<file path="src/rtl/spi_xfer_ctrl.sv">
// spi_xfer_ctrl: frames SPI characters between command, TX/RX word streams and a shift engine.
// Optional abort input enabled by defining SPI_XFER_CTRL_ABORT_EN.
module spi_xfer_ctrl #(
    parameter int N        = 32,
    parameter int NCS      = 4,
    parameter int CS_SETUP = 2,
    parameter int CS_HOLD  = 2
) (
    input  logic           I_CLK,
    input  logic           I_RST_N,
`ifdef SPI_XFER_CTRL_ABORT_EN
    input  logic           I_ABORT,
`endif
    input  logic           I_CMD_VALID,
    output logic           O_CMD_READY,
    input  logic [1:0]     I_CMD_CS,
    input  logic [15:0]    I_CMD_LEN,
    input  logic           I_TX_VALID,
    output logic           O_TX_READY,
    input  logic [N-1:0]   I_TX_DATA,
    output logic           O_RX_VALID,
    input  logic           I_RX_READY,
    output logic [N-1:0]   O_RX_DATA,
    output logic           O_ENG_START,
    output logic [N-1:0]   O_ENG_TX_DATA,
    input  logic           I_ENG_DONE,
    input  logic [N-1:0]   I_ENG_RX_DATA,
    output logic [NCS-1:0] O_CS,
    output logic           O_BUSY,
    output logic           O_DON
);
    typedef enum logic [2:0] {IDLE, SETUP, LOAD, SHIFT, STORE, HOLD} state_t;
    state_t state, state_d;
    logic [7:0] cnt, cnt_d;
    logic [15:0] rem, rem_d;
    logic [NCS-1:0] cs_d;
    logic start_d, don_d, rxv_d, abort;
    logic [N-1:0] txd_d, rxd_d;
    assign O_CMD_READY = state == IDLE;
    assign O_TX_READY  = state == LOAD;
    assign O_BUSY      = state != IDLE;
`ifdef SPI_XFER_CTRL_ABORT_EN
    logic pend;
    assign abort = I_ABORT | pend;
    // Remember an abort raised mid-character until the engine finishes it
    always_ff @(posedge I_CLK or negedge I_RST_N)
        if (!I_RST_N) pend <= 1'b0;
        else pend <= state == SHIFT && !I_ENG_DONE && abort;
`else
    assign abort = 1'b0;
`endif
    // Next-state and next-output decode
    always_comb begin
        state_d = state;
        cnt_d   = cnt;
        rem_d   = rem;
        cs_d    = O_CS;
        start_d = 1'b0;
        don_d   = 1'b0;
        rxv_d   = O_RX_VALID;
        txd_d   = O_ENG_TX_DATA;
        rxd_d   = O_RX_DATA;
        case (state)
            IDLE: if (I_CMD_VALID) begin
                if (I_CMD_LEN == 16'd0) don_d = 1'b1;
                else begin
                    state_d = SETUP;
                    cnt_d   = 8'd0;
                    rem_d   = I_CMD_LEN;
                    for (int i = 0; i < NCS; i++) cs_d[i] = int'(I_CMD_CS) != i;
                end
            end
            SETUP: if (abort) begin
                state_d = HOLD;
                cnt_d   = 8'd0;
            end else if (int'(cnt) + 1 >= CS_SETUP) state_d = LOAD;
            else cnt_d = cnt + 8'd1;
            LOAD: if (abort) begin
                state_d = HOLD;
                cnt_d   = 8'd0;
            end else if (I_TX_VALID) begin
                txd_d   = I_TX_DATA;
                start_d = 1'b1;
                state_d = SHIFT;
            end
            SHIFT: if (I_ENG_DONE) begin
                if (abort) begin
                    state_d = HOLD;
                    cnt_d   = 8'd0;
                end else begin
                    rxd_d   = I_ENG_RX_DATA;
                    rxv_d   = 1'b1;
                    state_d = STORE;
                end
            end
            STORE: if (abort) begin
                rxv_d   = 1'b0;
                state_d = HOLD;
                cnt_d   = 8'd0;
            end else if (I_RX_READY) begin
                rxv_d   = 1'b0;
                rem_d   = rem - 16'd1;
                state_d = rem == 16'd1 ? HOLD : LOAD;
                cnt_d   = 8'd0;
            end
            HOLD: if (int'(cnt) + 1 >= CS_HOLD) begin
                state_d = IDLE;
                cs_d    = '1;
                don_d   = 1'b1;
                cnt_d   = 8'd0;
            end else cnt_d = cnt + 8'd1;
            default: state_d = IDLE;
        endcase
    end
    // State and output registers; reset releases chip selects immediately
    always_ff @(posedge I_CLK or negedge I_RST_N) begin
        if (!I_RST_N) begin
            state         <= IDLE;
            cnt           <= 8'd0;
            rem           <= 16'd0;
            O_CS          <= '1;
            O_ENG_START   <= 1'b0;
            O_DON         <= 1'b0;
            O_RX_VALID    <= 1'b0;
            O_ENG_TX_DATA <= '0;
            O_RX_DATA     <= '0;
        end else begin
            state         <= state_d;
            cnt           <= cnt_d;
            rem           <= rem_d;
            O_CS          <= cs_d;
            O_ENG_START   <= start_d;
            O_DON         <= don_d;
            O_RX_VALID    <= rxv_d;
            O_ENG_TX_DATA <= txd_d;
            O_RX_DATA     <= rxd_d;
        end
    end
endmodule
</file>
<file path="config.mk">
export PLATFORM = sky130hd
export DESIGN_NAME = spi_xfer_ctrl
export DESIGN_NICKNAME = d
export VERILOG_FILES = /design/src/rtl/spi_xfer_ctrl.sv
export SDC_FILE = /design/constraint.sdc
export NUM_CORES = 1
export LEC_CHECK = 0
export BUFFER_PORTS_ARGS = -buffer_cell sky130_fd_sc_hd__clkbuf_2
export CAP_MARGIN = 20
export CORE_UTILIZATION = 35
export DETAILED_ROUTE_END_ITERATION = 6
export PLACE_DENSITY = 0.6
export SLEW_MARGIN = 20
export SYNTH_ARGS = -nofsm -noshare
export SYNTH_HDL_FRONTEND = slang
export SYNTH_SLANG_ARGS = --single-unit
</file>
<file path="constraint.sdc">
create_clock -name I_CLK -period 6.4 [get_ports I_CLK]
set_input_delay 0.96 -clock I_CLK [delete_from_list [all_inputs] [get_ports I_CLK]]
set_output_delay 0.96 -clock I_CLK [all_outputs]
set_load 0.03 [all_outputs]
</file>
==> impl_metrics.ini <==
[cts]
cts.sinks = 98
ctsResizeCount = 0
cts_setup_buffers = 0
htreeDepth = 3
clk_latency_ns = 0.35
root_buffer = clkbuf_16
cts_tree = done
hold_buffers = 0
cts_buffers = 9
clkSlewWorstSetupHoldPaths_ns = 0.06
cts_max_path_buffers = 2

[yosys]
synth_area_um2 = 4400
synth_edf_count = 0
syn-num-nets = 457
synthTopCellsByArea = dfrtp_1, mux2_2, dfstp_2
synth-async-reset-ratio_pct = 100
synth.top_cell.area_share_pct = 53.4
synth_top_flop_cell = dfrtp_1
synthCells = 365
syn_avg_cell_area_um2 = 12.1
ys_seq_area_share_pct = 55.8
synth_top_area_cell = dfrtp_1
yosys_warnings = 0
synth_cell_types = 58
synth-seq-cells = 98

[power]
pwr-share-clk_pct = 18.0
p_seq_share_pct = 36.7
total_power_uw = 3070
p_sw_uw = 1320
peakVddDrop_uv = 297
powerDensity_nw_per_um2 = 540
pwr-share-comb_pct = 45.4
p_leak_uw = 0.00267
switching_share_pct = 43.2
p_int_uw = 1740

[timing]
holdWs_ns = 0.482
worst_pin_slew_ns = 1.01
finalHoldViolations = 0
relSlewSlack_pct = 32.4
min_period_ns = 2.60
post-route-period-util_pct = 40.6
finalSetupTns_ns = 0
setup-violations-final = 0
fmax_mhz = 385
maxSlewViolCount = 0
rsz0062_at_grt = false
clock_skew_ns = 0.00546

[setup_path]
endpoint_kind = output pin
critPathLaunchType = flip-flop
reg2reg_depth = 7
cp_max_fo = 15
worstPathArrival_ns = 1.64
crit_type = reg -> out
crit_required_ns = 5.44

[layout]
fin_util_pct = 46.7
fin_nets = 615
area_growth_pct = 29.0
final_layout_size_suffix_gt1_share_pct = 48.7
fillers = 1146
n_antenna_cell = 0

[floorplan]
core.rowCount = 40
die-area_um2 = 13000
die_h_um = 114
ios = 162
start_util_pct = 36.2
die-width_um = 114
core-area_um2 = 12200

[route]
wl_per_cell_um = 15.6
drc_errors = 0
first_pass_iters = 4
wl_mm = 10.9
ant_nets = 0
initialDrtViolationCount = 181
via_per_inst = 5.08
vias = 3536

[status]
outcome = complete, no violations

[min_path]
min_path_type = reg -> reg
hold_depth = 2

[placement]
port_buffers = 161
finalWeightedCongestion = 0.815
hpwl_mm = 7.94

[grt]
grt_pass1_wl_mm = 17.7
grtUsageTotal_pct = 17.7
grt_pass1_vias = 3558
grt_overflow_total = 0
antenna_found_initial = 0
grt_max_degree = 69

[job]
cap_violations = 0
==> cell usage after synthesis, types with 2 or more instances <==
cell type,n
a21oi_1,18
nor2b_1,3
dfstp_2,4
mux2_2,64
buf_2,2
clkbuf_1,13
ha_1,4
nand2_1,13
inv_1,8
mux2i_1,2
a2bb2oi_1,3
a21boi_1,6
a22o_1,2
a31oi_1,4
a211oi_1,2
xor2_1,3
nand3_1,5
a22oi_1,2
nor2_1,25
o22ai_1,2
dfrtp_1,94
o22a_1,2
nand4_1,3
or3_1,4
nand2b_1,2
buf_1,2
a32oi_1,5
o211ai_1,2
nor4b_1,2
nor4_1,2
or4_1,5
nor3_1,12
o21ai_0,19
nand3b_1,2
==> placed cells by master (no fill, tap or decap), types with 3 or more instances in the layout <==
| cell type | count |
|---|---|
| or3_1 | 4 |
| nor2b_1 | 3 |
| a31oi_1 | 4 |
| dfrtp_1 | 94 |
| nor3_1 | 12 |
| xor2_1 | 3 |
| a21oi_1 | 18 |
| o21ai_0 | 19 |
| ha_1 | 4 |
| clkbuf_2 | 160 |
| clkbuf_16 | 9 |
| nand2_1 | 13 |
| nor2_1 | 25 |
| a21boi_1 | 6 |
| a2bb2oi_1 | 3 |
| a32oi_1 | 5 |
| dfstp_2 | 4 |
| nand4_1 | 3 |
| buf_4 | 6 |
| mux2_2 | 64 |
| or4_1 | 5 |
| inv_1 | 8 |
| nand3_1 | 5 |
==> routing by layer <==
metal	track usage (%)	share of wire, %	up-vias
met5	0	0	-
li1	-	-	1665
met1	22.0	42	1719
met3	5.19	7.9	14
met2	28.2	48	138
met4	8.31	2.0	0
==> critical path: stages, from the launching register on <==
cell	delay, ns
dfrtp_1	0.53
nor3_1	0.47
clkbuf_2	0.29
==> power by group through the flow <==
| stage | Sequential [uW] | Clock (uW) | Combinational, uW |
|---|---|---|---|
| finish | 1120 | 551 | 1390 |
| global route | 1170 | 595 | 1490 |
| CTS | 1120 | 572 | 1400 |
| detailed placement | 1130 | 0 | 1400 |
| global placement | 1110 | 0 | 1380 |
| floorplan | 1530 | 0 | 577 |
==> layout make-up <==
class	count	area [um2]	share of cell area, %
clock buffers	11	243	4.27
flip-flops and latches	98	2460	43.3
multi-input cells	240	1830	32.3
well taps	168	210	3.70
inverters	8	30.0	0.529
repair buffers	166	846	14.9
clock inverters	5	61.3	1.08
==> state kept, by name, indices dropped and copies added (netlist names), 3 cells and up <==
signal / cells
O_CS: 4
cnt: 8
O_RX_DATA: 32
rem: 16
O_ENG_TX_DATA: 32
state: 3
==> metrics by stage <==
step | setup slack (ns) | instance area [um2] | cells
after floorplan | 3.73 | 4400 | 365
after global placement | 3.56 | 5380 | 680
after detailed placement | 3.47 | 5380 | 680
after CTS | 3.81 | 5680 | 696
after global routing | 3.64 | 5680 | 696
final | 3.80 | 5680 | 696
==> logic make-up (layout without fill, tap and decap cells) <==
family / count (synthesis) / in the layout / synth area share, %
flip-flops: 98 / 98 / 55.8
AND/OR/NAND/NOR: 86 / 86 / 10.6
AO/OA/AOI/OAI: 81 / 81 / 12.5
multiplexers: 66 / 66 / 16.8
buffers and inverters: 27 / 190 / 2.56
adder cells (fa/ha/maj): 4 / 4 / 1.14
XOR/XNOR: 3 / 3 / 0.597
==> worst paths after layout <==
kind	start	to	slack, ns
max	state[0]	O_CMD_READY	3.80
min	O_RX_VALID	O_RX_VALID	0.48
max reg2reg	rem[0]	rem[8]	4.05
min reg2reg	O_RX_VALID	O_RX_VALID	0.48
max in group asynchronous	I_RST_N	O_RX_DATA[23]	4.67
min in group asynchronous	I_RST_N	rem[9]	0.55
(Power assumes the default switching activity.)
